$ cat config.mk
export PLATFORM = sky130hd
export DESIGN_NAME = uart_rx_ctrl
export DESIGN_NICKNAME = d
export VERILOG_FILES = /design/src/rtl/uart_pkg.sv /design/src/rtl/uart_rx_fifo.sv /design/src/rtl/uart_rx_ctrl.sv
export SDC_FILE = /design/constraint.sdc
export NUM_CORES = 1
export LEC_CHECK = 0
export CAP_MARGIN = 20
export CORE_ASPECT_RATIO = 1.5
export CORE_UTILIZATION = 49
export CTS_BUF_LIST = sky130_fd_sc_hd__clkbuf_8 sky130_fd_sc_hd__clkbuf_16
export DETAILED_ROUTE_END_ITERATION = 8
export DONT_BUFFER_PORTS = 1
export GPL_TIMING_DRIVEN = 0
export HOLD_SLACK_MARGIN = 0.15
export PLACE_DENSITY = 0.67
export RECOVER_POWER = 25
export SLEW_MARGIN = 10
export SYNTH_ARGS = -nofsm -noshare
export SYNTH_HDL_FRONTEND = slang
export SYNTH_SLANG_ARGS = --single-unit
$ cat constraint.sdc
create_clock -name clk -period 3 [get_ports clk]
set_input_delay 0.3 -clock clk [delete_from_list [all_inputs] [get_ports clk]]
set_output_delay 0.3 -clock clk [all_outputs]
set_load 0.01 [all_outputs]
$ cat src/rtl/uart_pkg.sv
// Shared constants for the UART receive controller: data width, parameter
// defaults and the legacy numeric state encoding exposed on state_o.
package uart_pkg;

  localparam int unsigned DATA_W                = 8;
  localparam int unsigned DEF_DIV_W             = 16;
  localparam int unsigned DEF_FIFO_DEPTH        = 8;
  localparam int unsigned DEF_ARM_TICKS         = 2;
  localparam int unsigned DEF_RECOVER_TICKS     = 16;

  localparam logic [2:0] ST_OFF     = 3'd0;
  localparam logic [2:0] ST_ARM     = 3'd1;
  localparam logic [2:0] ST_IDLE    = 3'd2;
  localparam logic [2:0] ST_ACTIVE  = 3'd3;
  localparam logic [2:0] ST_RECOVER = 3'd4;

endpackage

$ cat src/rtl/uart_rx_fifo.sv
// Synchronous first-word-fall-through FIFO for received bytes, with exact
// level and a one-cycle overrun pulse when a push is dropped.
module uart_rx_fifo
  import uart_pkg::*;
#(
  parameter int unsigned DEPTH = DEF_FIFO_DEPTH,
  parameter int unsigned WIDTH = DATA_W
) (
  input  logic                     clk,
  input  logic                     rst_n,
  input  logic                     push,
  input  logic [WIDTH-1:0]         push_data,
  input  logic                     pop,
  output logic [WIDTH-1:0]         pop_data,
  output logic                     full,
  output logic                     empty,
  output logic [$clog2(DEPTH):0]   level,
  output logic                     overrun
);

  localparam int unsigned AW = $clog2(DEPTH);
  localparam int unsigned LW = AW + 1;

  logic [WIDTH-1:0] r_mem [DEPTH];
  logic [AW-1:0]    r_wr_ptr;
  logic [AW-1:0]    r_rd_ptr;
  logic [LW-1:0]    r_level;
  logic             w_do_pop;
  logic             w_do_push;

  assign empty     = (r_level == '0);
  assign full      = (r_level == LW'(DEPTH));
  assign w_do_pop  = pop && !empty;
  // A full FIFO still accepts a push when a pop frees a slot in the same cycle.
  assign w_do_push = push && (!full || w_do_pop);
  assign overrun   = push && full && !w_do_pop;
  assign level     = r_level;
  assign pop_data  = empty ? '0 : r_mem[r_rd_ptr];

  always_ff @(posedge clk) begin
    if (w_do_push) begin
      r_mem[r_wr_ptr] <= push_data;
    end
  end

  always_ff @(posedge clk or negedge rst_n) begin
    if (!rst_n) begin
      r_wr_ptr <= '0;
      r_rd_ptr <= '0;
      r_level  <= '0;
    end else begin
      if (w_do_push) r_wr_ptr <= r_wr_ptr + 1'b1;
      if (w_do_pop)  r_rd_ptr <= r_rd_ptr + 1'b1;
      case ({w_do_push, w_do_pop})
        2'b10:   r_level <= r_level + 1'b1;
        2'b01:   r_level <= r_level - 1'b1;
        default: r_level <= r_level;
      endcase
    end
  end

endmodule

$ cat src/rtl/uart_rx_ctrl.sv
// UART receive sequencer: 16x tick generation, receiver arm/recover control,
// byte capture into the RX FIFO and sticky error status.
module uart_rx_ctrl
  import uart_pkg::*;
#(
  parameter int unsigned DIV_W         = DEF_DIV_W,
  parameter int unsigned FIFO_DEPTH    = DEF_FIFO_DEPTH,
  parameter int unsigned ARM_TICKS     = DEF_ARM_TICKS,
  parameter int unsigned RECOVER_TICKS = DEF_RECOVER_TICKS
) (
  input  logic                          clk,
  input  logic                          rst_n,
  input  logic                          cfg_en,
  input  logic [DIV_W-1:0]              baud_div,
  output logic                          rx_tick,
  output logic                          rx_en,
  input  logic                          rx_busy,
  input  logic                          rx_done,
  input  logic                          rx_err,
  input  logic                          rx_perr,
  input  logic [DATA_W-1:0]             rx_data,
  output logic                          rd_valid,
  output logic [DATA_W-1:0]             rd_data,
  input  logic                          rd_ready,
  output logic [$clog2(FIFO_DEPTH):0]   fifo_level,
  input  logic                          clr_status,
  output logic                          ovr_err,
  output logic                          frm_err,
  output logic                          par_err,
  output logic [2:0]                    state_o
);

  localparam int unsigned MAX_TICKS = (ARM_TICKS > RECOVER_TICKS) ? ARM_TICKS : RECOVER_TICKS;
  localparam int unsigned TCNT_W    = $clog2(MAX_TICKS) + 1;
  localparam logic [TCNT_W-1:0] ARM_LAST = TCNT_W'(ARM_TICKS - 1);
  localparam logic [TCNT_W-1:0] REC_LAST = TCNT_W'(RECOVER_TICKS - 1);

  logic [2:0]        r_state;
  logic [2:0]        w_next;
  logic [DIV_W-1:0]  r_div_cnt;
  logic [TCNT_W-1:0] r_tcnt;
  logic              w_tick;
  logic              r_done_q;
  logic              r_err_q;
  logic              r_perr_q;
  logic              w_done_ev;
  logic              w_err_ev;
  logic              w_perr_ev;
  logic              w_push;
  logic              w_ovr_pulse;
  logic              w_empty;
  logic              w_full;
  logic              r_ovr;
  logic              r_frm;
  logic              r_par;

  assign w_tick    = (r_state != ST_OFF) && (r_div_cnt == baud_div);
  assign w_done_ev = rx_done && !r_done_q;
  assign w_err_ev  = rx_err  && !r_err_q;
  assign w_perr_ev = rx_perr && !r_perr_q;

  // Counter increments freely past a lowered baud_div and wraps at full scale.
  always_ff @(posedge clk or negedge rst_n) begin
    if (!rst_n) begin
      r_div_cnt <= '0;
    end else if (r_state == ST_OFF || w_tick) begin
      r_div_cnt <= '0;
    end else begin
      r_div_cnt <= r_div_cnt + 1'b1;
    end
  end

  always_ff @(posedge clk or negedge rst_n) begin
    if (!rst_n) begin
      r_done_q <= 1'b0;
      r_err_q  <= 1'b0;
      r_perr_q <= 1'b0;
    end else begin
      r_done_q <= rx_done;
      r_err_q  <= rx_err;
      r_perr_q <= rx_perr;
    end
  end

  always_comb begin
    w_next = r_state;
    case (r_state)
      ST_OFF:     if (cfg_en) w_next = ST_ARM;
      ST_ARM:     if (w_tick && r_tcnt == ARM_LAST) w_next = ST_IDLE;
      ST_IDLE:    if (rx_busy) w_next = ST_ACTIVE;
      ST_ACTIVE: begin
        if (w_err_ev || w_perr_ev) w_next = ST_RECOVER;
        else if (w_done_ev)        w_next = ST_IDLE;
      end
      ST_RECOVER: if (w_tick && r_tcnt == REC_LAST) w_next = ST_ARM;
      default:    w_next = ST_OFF;
    endcase
    if (!cfg_en) w_next = ST_OFF;
  end

  always_ff @(posedge clk or negedge rst_n) begin
    if (!rst_n) begin
      r_state <= ST_OFF;
      r_tcnt  <= '0;
    end else begin
      r_state <= w_next;
      if (w_next != r_state) begin
        r_tcnt <= '0;
      end else if (w_tick && (r_state == ST_ARM || r_state == ST_RECOVER)) begin
        r_tcnt <= r_tcnt + 1'b1;
      end
    end
  end

  // Push is decided from the current state, so a byte completing as cfg_en falls still lands.
  assign w_push = w_done_ev &&
                  ((r_state == ST_IDLE) ||
                   (r_state == ST_ACTIVE && !w_err_ev && !w_perr_ev));

  uart_rx_fifo #(
    .DEPTH (FIFO_DEPTH),
    .WIDTH (DATA_W)
  ) u_fifo (
    .clk       (clk),
    .rst_n     (rst_n),
    .push      (w_push),
    .push_data (rx_data),
    .pop       (rd_ready),
    .pop_data  (rd_data),
    .full      (w_full),
    .empty     (w_empty),
    .level     (fifo_level),
    .overrun   (w_ovr_pulse)
  );

  always_ff @(posedge clk or negedge rst_n) begin
    if (!rst_n) begin
      r_ovr <= 1'b0;
      r_frm <= 1'b0;
      r_par <= 1'b0;
    end else begin
      r_ovr <= (r_ovr && !clr_status) || w_ovr_pulse;
      r_frm <= (r_frm && !clr_status) || (r_state == ST_ACTIVE && w_err_ev);
      r_par <= (r_par && !clr_status) || (r_state == ST_ACTIVE && w_perr_ev);
    end
  end

  assign rx_tick  = w_tick;
  assign rx_en    = (r_state == ST_ARM) || (r_state == ST_IDLE) || (r_state == ST_ACTIVE);
  assign rd_valid = !w_empty;
  assign ovr_err  = r_ovr;
  assign frm_err  = r_frm;
  assign par_err  = r_par;
  assign state_o  = r_state;

  logic w_unused;
  assign w_unused = w_full;

endmodule

==> impl_metrics.json, run 1 <==
{
  "outcome": "complete, but fails checks",
  "violations": "capacitance limit, slew limit",
  "fmax_mhz": 363,
  "fin_ws_ns": 0.245,
  "boundaryPins": 54,
  "powerDensity_nw_per_um2": 719,
  "yosysTopAreaCell": "edfxtp_1",
  "die-area_um2": 10100,
  "synth.net_count": 382,
  "routed_wirelength_um": 8710,
  "synth-warning-count": 0,
  "hp-class": "input pin to flip-flop",
  "setup_tns_ns": 0,
  "cts_tree": "done",
  "p_int_w": 0.00281,
  "drv_cap": 1,
  "route.met2.wl_um": 4840,
  "final-instance-count-excl-fill": 481,
  "p_leak_nw": 2.01,
  "dp.cells": 451,
  "rsz0062_at_grt": "false",
  "cts_sinks": 104,
  "grt_pass1_wl_um": 14100,
  "syn_to_final_growth_pct": 13.4,
  "synthArstFlopShare": 0.385,
  "wl_met3_um": 269,
  "grt_pass1_vias": 2797,
  "period_needed_ns": 2.75,
  "die_h_um": 123,
  "place_ws_ns": -0.181,
  "post_cts_buffers": 0,
  "final_nets": 408,
  "p_clk_frac": 0.335,
  "routed_via_density": 5.58,
  "ir_worst_vdd_mv": 0.445,
  "critPathKind": "flip-flop to flip-flop",
  "drtIter0Drc": 138,
  "synth_ff_type": "edfxtp_1",
  "gp_congestion": 0.822,
  "rows": 43,
  "hold_violations": 0,
  "grt_usage": 0.197,
  "antenna_left": 0,
  "synth_area_leaders": "edfxtp_1 (40%), dfrtp_1 (21%), mux4_2 (7.6%)",
  "setup_viol": 0,
  "diodes": 0,
  "antenna_found_initial": 0,
  "crit_fanout": 10,
  "required_ns": 3.22,
  "hpwl_um": 6170,
  "grt_overflow_total": 0,
  "endpoint_kind": "flip-flop",
  "numCtsBuffers": 9,
  "start_util": 0.510,
  "power.switching_fraction": 0.275,
  "switchingPower_w": 0.00106,
  "start_kind": "flip-flop",
  "slew_headroom": -0.439,
  "clk_path_buf_depth": 2,
  "insertion_delay_ns": 0.34,
  "synth_top_cell_area_share": 0.405,
  "dr.pass1.iters": 4,
  "clk_pin_slew_worst_paths_ns": 0.07,
  "p_comb_frac": 0.231,
  "worstPathArrival_ns": 2.97,
  "cts-root-buf": "clkbuf_16",
  "wl_per_cell_um": 18.1,
  "synth_edf_count": 64,
  "coreArea_um2": 9310,
  "drc": 0,
  "layout-drive-gt1-share": 0.141,
  "grt_max_degree": 41,
  "htreeDepth": 3,
  "synth_common_cells": "edfxtp_1 (64), dfrtp_1 (40), nor2_1 (37)",
  "synth_area_um2": 4750,
  "ys_seq_elements": 104,
  "vias": 2684,
  "synth-seq-area-share": 0.616,
  "yosysMostFrequentCell": "edfxtp_1",
  "synth_area_per_cell_um2": 14.0,
  "syn-instance-count": 339,
  "slew_viol_final": 41,
  "seq_power_share": 0.434,
  "io_buffers": 0,
  "top_layer": "met4",
  "tightest_slew_ns": 2.16,
  "fin_crit_sh": 0.918,
  "met1Wirelength_um": 3470,
  "finClkSkew_ns": 0.00684,
  "synth_cell_types": 46,
  "die_x_um": 82.4
}
-- kinds of logic after synthesis --
kind of cell	count (synthesis)	share of synthesized area
buffers and inverters	23	0.0216
DFF	104	0.616
muxes	27	0.0996
adders and majority gates	10	0.0279
and+or+nand+nor	112	0.126
AOI/OAI and AO/OA	21	0.0316
xor gates and xnor gates	42	0.0775
-- routing by layer --
layer / GRT usage / up-vias
li1: - / 1282
met1: 0.226 / 1345
met2: 0.351 / 48
met3: 0.0401 / 9
met4: 0.0757 / 0
met5: 0 / -
-- state kept, by name, indices dropped and copies added, names as in the netlist --
name / cells
state_o: 3
u_fifo.r_wr_ptr: 3
r_div_cnt: 16
r_tcnt: 5
u_fifo.r_mem: 64
frm_err: 1
u_fifo.level: 4
ovr_err: 1
r_err_q: 1
r_done_q: 1
par_err: 1
u_fifo.r_rd_ptr: 3
r_perr_q: 1
-- through the flow --
stage | cell area (um^2) | hold WS (ns) | total power [W] | util
after floorplan | 4750 | 0.00441 | 0.00240 | -
after global placement | 4890 | 0.00554 | 0.00256 | 0.525
after detailed placement | 4900 | 0.00534 | 0.00258 | 0.526
after CTS | 5400 | 0.159 | 0.00393 | 0.580
after global routing | 5390 | 0.187 | 0.00407 | 0.579
final | 5390 | 0.173 | 0.00387 | 0.579
-- power by group through the flow --
stage,Clock [W],Sequential (W),Combinational [W]
6_report,0.00130,0.00168,0.000895
5_1_grt,0.00139,0.00169,0.000999
4_1_cts,0.00133,0.00168,0.000926
3_5_place_dp,0,0.00170,0.000882
3_3_place_gp,0,0.00170,0.000864
2_1_floorplan,0,0.00168,0.000723
-- cell usage in the layout (no fill, tap or decap), drive strengths merged, types with 5 or more instances in the layout --
master	n
buf	8
xnor2	29
ha	9
nor2	37
dlygate4sd3	14
and3	10
edfxtp	64
mux2i	9
nand2	23
nand3	9
clkbuf	12
mux4	16
dfrtp	40
a21oi	5
xor2	13
nand2b	6
inv	13
nor3	9
-- area by class of cell --
cell class	instances	area, um^2
multi-input combinational	212	1740
timing repair buffer	15	144
clock buffer	9	225
buffer	10	53.8
sequential	104	2920
clock inverter	6	109
inverter	13	48.8
tap	112	140
fill	761	3920
-- what timing repair did --
| item | 4_1_cts | 5_1_grt |
|---|---|---|
| hold buffers | 15 | 0 |
| gates resized for setup | 1 | 0 |
| hold endpoints to repair | 111 | 0 |
| endpoints found under the setup margin | 1 | 0 |
-- final timing paths --
check | to | slack [ns] | start | depth (start not counted)
min | frm_err | 0.17 | rx_err | 2
max | u_fifo.level[3] | 0.25 | state_o[0] | 12
max in group asynchronous | r_div_cnt[10] | 0.64 | rst_n | 2
min in group asynchronous | state_o[1] | 1.13 | rst_n | 2
min reg2reg | u_fifo.r_wr_ptr[0] | 0.53 | u_fifo.r_wr_ptr[0] | 1
max reg2reg | u_fifo.level[3] | 0.25 | state_o[0] | 12
-- worst max-delay path, stage by stage (launching register included) --
cell	delay [ns]
dfrtp_1	0.43
buf_2	0.20
a21bo_2	0.23
nand3_1	0.10
nor2b_1	0.37
inv_1	0.09
ha_1	0.25
ha_1	0.27
a21o_1	0.17
a21oi_1	0.17
xnor2_1	0.14
nor2_1	0.07
xor2_1	0.14
(Power assumes the default switching activity.)
==> inputs of run 2 (changes only) <==
Settings changed: CORE_UTILIZATION 49 to 50, CTS_BUF_LIST sky130_fd_sc_hd__clkbuf_8 sky130_fd_sc_hd__clkbuf_16 to sky130_fd_sc_hd__clkbuf_8, PLACE_DENSITY 0.67 to 0.68.
==> impl_metrics.json, run 2 (same netlist as run 1, synthesis figures left out) <==
{
  "outcome": "complete, but fails checks",
  "violations": "capacitance limit, slew limit",
  "numCtsBuffers": 9,
  "coreArea_um2": 9250,
  "drc": 0,
  "startpoint": "u_fifo.level[1]",
  "switchingPower_w": 0.00104,
  "regMostFlops": "u_fifo.r_mem",
  "worstPathArrival_ns": 3.00,
  "io_buffers": 0,
  "p_int_w": 0.00256,
  "die_h_um": 121,
  "diodes": 0,
  "dr.pass1.iters": 6,
  "critical_path.max_stage_delay_ns": 0.67,
  "post_cts_buffers": 0,
  "antenna_found_initial": 0,
  "rsz0062_at_grt": "false",
  "hpwl_um": 5880,
  "cts_sinks": 104,
  "p_comb_frac": 0.249,
  "final_nets": 409,
  "fmax_mhz": 362,
  "die_x_um": 81.6,
  "cts_tree": "done",
  "grt_usage": 0.191,
  "cpMaxStageDelayCell": "nor4_4",
  "die-area_um2": 9900,
  "worstHoldStart": "rx_perr",
  "p_leak_nw": 1.99,
  "setup_viol": 0,
  "boundaryPins": 54,
  "drv_cap": 1,
  "seq_power_share": 0.466,
  "insertion_delay_ns": 0.36,
  "wl_per_cell_um": 17.5,
  "syn_to_final_growth_pct": 11.8,
  "grt_max_degree": 41,
  "routed_wirelength_um": 8460,
  "layout_common_cells": "edfxtp_1 (64), dfrtp_1 (40), nor2_1 (37)",
  "finClkSkew_ns": 0.0102,
  "slew_viol_final": 41,
  "endpoint_kind": "flip-flop",
  "grt_pass1_vias": 2755,
  "final_common_cell": "edfxtp_1",
  "vias": 2644,
  "power.switching_fraction": 0.290,
  "start_util": 0.513,
  "top_regs": "u_fifo.r_mem (64), r_div_cnt (16), r_tcnt (5)",
  "drtIter0Drc": 104,
  "layout-drive-gt1-share": 0.146,
  "required_ns": 3.24,
  "rows": 43,
  "hp-class": "input pin to flip-flop",
  "powerDensity_nw_per_um2": 678,
  "start_kind": "flip-flop",
  "cp_cell_sequence": "nor4_4 > nor2b_1 > ha_1 > ha_1 > a21o_1 > a21oi_1 > xnor2_1 > nor2_1 > xor2_1",
  "hold_violations": 0,
  "crit_fanout": 10,
  "routed_via_density": 5.47,
  "clk_pin_slew_worst_paths_ns": 0.10,
  "fin_crit_sh": 0.920,
  "critPathKind": "flip-flop to flip-flop",
  "ir_worst_vdd_mv": 0.342,
  "largest_reg_flops": 64,
  "antenna_left": 0,
  "gp_congestion": 0.772,
  "cpMostUsedCell": "ha_1",
  "tightest_slew_ns": 2.14,
  "clk_path_buf_depth": 2,
  "grt_overflow_total": 0,
  "p_clk_frac": 0.285,
  "timing.rr.start": "u_fifo.level[1]",
  "period_needed_ns": 2.76,
  "cts-root-buf": "clkbuf_8",
  "grt_pass1_wl_um": 13800,
  "htreeDepth": 3,
  "fin_util": 0.574,
  "setup_tns_ns": 0,
  "slew_headroom": -0.428
}
run 2: power groups by stage:
| stage | Combinational, W | Clock, W | Sequential (W) |
|---|---|---|---|
| 2_1_floorplan | 0.000723 | 0 | 0.00168 |
| 3_3_place_gp | 0.000860 | 0 | 0.00170 |
| 3_5_place_dp | 0.000875 | 0 | 0.00170 |
| 4_1_cts | 0.000921 | 0.00105 | 0.00168 |
| 5_1_grt | 0.00101 | 0.00110 | 0.00168 |
| 6_report | 0.000897 | 0.00103 | 0.00168 |
run 2: per-stage QoR:
step                      cells  setup WS [ns]  total power, W  instance area (um^2)  hold slack (ns)
after floorplan             339          0.465         0.00240                  4750          0.00441
after global placement      451         -0.161         0.00256                  4890          0.00553
after detailed placement    451         -0.186         0.00257                  4900          0.00559
after CTS                   483          0.127         0.00365                  5320            0.153
after global routing        483        0.00891         0.00379                  5310            0.181
final                       483          0.240         0.00360                  5310            0.169
run 2: what timing repair did:
item | 4_1_cts | 5_1_grt
setup endpoints to repair | 1 | 1
hold endpoints to repair | 112 | 0
resized for setup | 1 | 1
cloned | 0 | 0
hold buffers | 16 | 0
run 2: final timing paths:
check	endpoint	cells past startpoint	slack (ns)
worst max-delay path	u_fifo.level[3]	9	0.24
worst min-delay path	par_err	2	0.17
max in group asynchronous	r_div_cnt[8]	2	0.68
worst max register to register	u_fifo.level[3]	9	0.24
min in group asynchronous	state_o[1]	2	1.10
worst min register to register	u_fifo.r_wr_ptr[0]	1	0.54
run 2: worst max-delay path, delay by kind of cell (launching register included):
family	cells	cell delay, ns
AOI/OAI and AO/OA	2	0.36
and+or+nand+nor	3	0.97
xor gates and xnor gates	2	0.27
adders and majority gates	2	0.56
DFF	1	0.50
run 2: layout make-up:
type	count	area, um^2
fill	744	3950
inverter	13	48.8
clock inverter	7	120
buffer	10	53.8
timing repair buffer	16	154
multi-input combinational	212	1740
sequential	104	2920
clock buffer	9	124
tap	112	140
run 2: metal layers:
layer	global-route usage	vias up	wire (um)	share of wire
met5	0	-	0	0
met4	0.0691	0	102	0.012
met3	0.0293	8	241	0.029
met2	0.339	48	4660	0.55
met1	0.229	1312	3450	0.41
li1	-	1276	-	-
==> inputs of run 3 (changes only) <==
Settings changed: GPL_TIMING_DRIVEN 0 to unset.
==> impl_metrics.json, run 3 (same netlist as run 1, synthesis figures left out) <==
{
  "setup_tns_ns": 0,
  "top_regs": "u_fifo.r_mem (64), r_div_cnt (16), r_tcnt (5)",
  "seq_area_um2": 2920,
  "coreArea_um2": 9250,
  "slew_headroom": -0.241,
  "antenna_found_initial": 0,
  "dr.pass1.iters": 4,
  "tightest_slew_ns": 1.86,
  "rsz0062_at_grt": "false",
  "required_ns": 3.24,
  "regMostFlops": "u_fifo.r_mem",
  "layout_common_cells": "edfxtp_1 (64), dfrtp_1 (40), nor2_1 (37)",
  "wl_per_cell_um": 17.9,
  "powerDensity_nw_per_um2": 651,
  "drc": 0,
  "grt_pass1_vias": 2792,
  "cpMostUsedCell": "ha_1",
  "hpwl_um": 5890,
  "worstPathArrival_ns": 2.72,
  "p_leak_nw": 2.02,
  "final_nets": 414,
  "cts.repair.resized": 0,
  "setup_viol": 0,
  "grt_overflow_total": 0,
  "fmax_mhz": 403,
  "gp_congestion": 0.826,
  "cp_cell_sequence": "dlygate4sd3_1 > nand2b_1 > a21bo_2 > nand3_1 > nor2b_1 > buf_4 > inv_1 > ha_1 > ha_1 > a21o_1 > a21oi_1 > xnor2_1 > nor2_1 > xor2_1",
  "final_common_cell": "edfxtp_1",
  "finClkSkew_ns": 0.00994,
  "slew_viol_final": 41,
  "post_dp_cell_area_um2": 4950,
  "violations": "capacitance limit, slew limit",
  "cts-root-buf": "clkbuf_8",
  "critPathKind": "input pin to flip-flop",
  "htreeDepth": 3,
  "cts_hold_buf": 16,
  "grt_max_degree": 41,
  "largest_reg_flops": 64,
  "hp-class": "input pin to flip-flop",
  "vias": 2684,
  "start_kind": "input pin",
  "die_h_um": 121,
  "cts_sinks": 104,
  "multi_input_area_um2": 1720,
  "fin_crit_sh": 0.827,
  "whs_ns": 0.188,
  "grt_usage": 0.197,
  "endpoint_kind": "flip-flop",
  "crit_fanout": 6,
  "ir_worst_vdd_mv": 0.503,
  "fin_ws_ns": 0.519,
  "post_cts_buffers": 0,
  "n_fill_cell": 766,
  "insertion_delay_ns": 0.36,
  "numCtsBuffers": 9,
  "critical_path.max_stage_delay_ns": 0.56,
  "io_buffers": 0,
  "place_ws_ns": 0.637,
  "die-area_um2": 9900,
  "grt_pass1_wl_um": 14100,
  "routed_wirelength_um": 8720,
  "drv_cap": 1,
  "outcome": "complete, but fails checks",
  "cpMaxStageDelayCell": "dlygate4sd3_1",
  "syn_to_final_growth_pct": 12.1,
  "hold_violations": 0,
  "clk_pin_slew_worst_paths_ns": 0.09,
  "critPathBufInv": 3,
  "die_x_um": 81.6,
  "antenna_left": 0,
  "rows": 43,
  "crit_family": "buffers and inverters",
  "start_util": 0.513,
  "cts_tree": "done",
  "design_area_um2": 5320,
  "diodes": 0,
  "routed_via_density": 5.50,
  "layout-drive-gt1-share": 0.154,
  "clk_path_buf_depth": 2,
  "drtIter0Drc": 147,
  "boundaryPins": 54,
  "period_needed_ns": 2.48
}
[run 3: routing by layer]
metal | up-vias | part of all wire | global-route usage
met5 | - | 0 | 0
met1 | 1342 | 0.41 | 0.224
met4 | 0 | 0.013 | 0.0680
met3 | 9 | 0.033 | 0.0436
met2 | 50 | 0.55 | 0.353
li1 | 1283 | - | -
[run 3: path summary, 6_finish.rpt]
path / slack [ns] / end / cells past startpoint / from
worst min register to register: 0.53 / u_fifo.r_wr_ptr[0] / 1 / u_fifo.r_wr_ptr[0]
worst max-delay path: 0.52 / u_fifo.level[3] / 14 / rx_perr
min in group asynchronous: 1.17 / r_div_cnt[1] / 2 / rst_n
worst max register to register: 0.64 / u_fifo.level[3] / 12 / u_fifo.level[1]
max in group asynchronous: 0.76 / u_fifo.r_rd_ptr[2] / 2 / rst_n
worst min-delay path: 0.19 / state_o[1] / 2 / cfg_en
[run 3: cell type report]
class | instances | share of cell area
Timing Repair Buffer | 31 | 0.0513
Multi-Input combinational cell | 212 | 0.324
Inverter | 13 | 0.00917
Sequential cell | 104 | 0.549
Clock inverter | 6 | 0.0143
Clock buffer | 10 | 0.0259
Tap cell | 112 | 0.0263
[run 3: metrics by stage]
stage / std cells / power, W / utilization
after floorplan: 339 / 0.00240 / -
after global placement: 456 / 0.00254 / 0.535
after detailed placement: 456 / 0.00256 / 0.535
after CTS: 488 / 0.00352 / 0.576
after global routing: 488 / 0.00366 / 0.575
final: 488 / 0.00346 / 0.575
[run 3: power by group]
part	switching (W)	internal [W]
combinational	0.000384	0.000411
clock	0.000440	0.000483
sequential	0.000165	0.00158
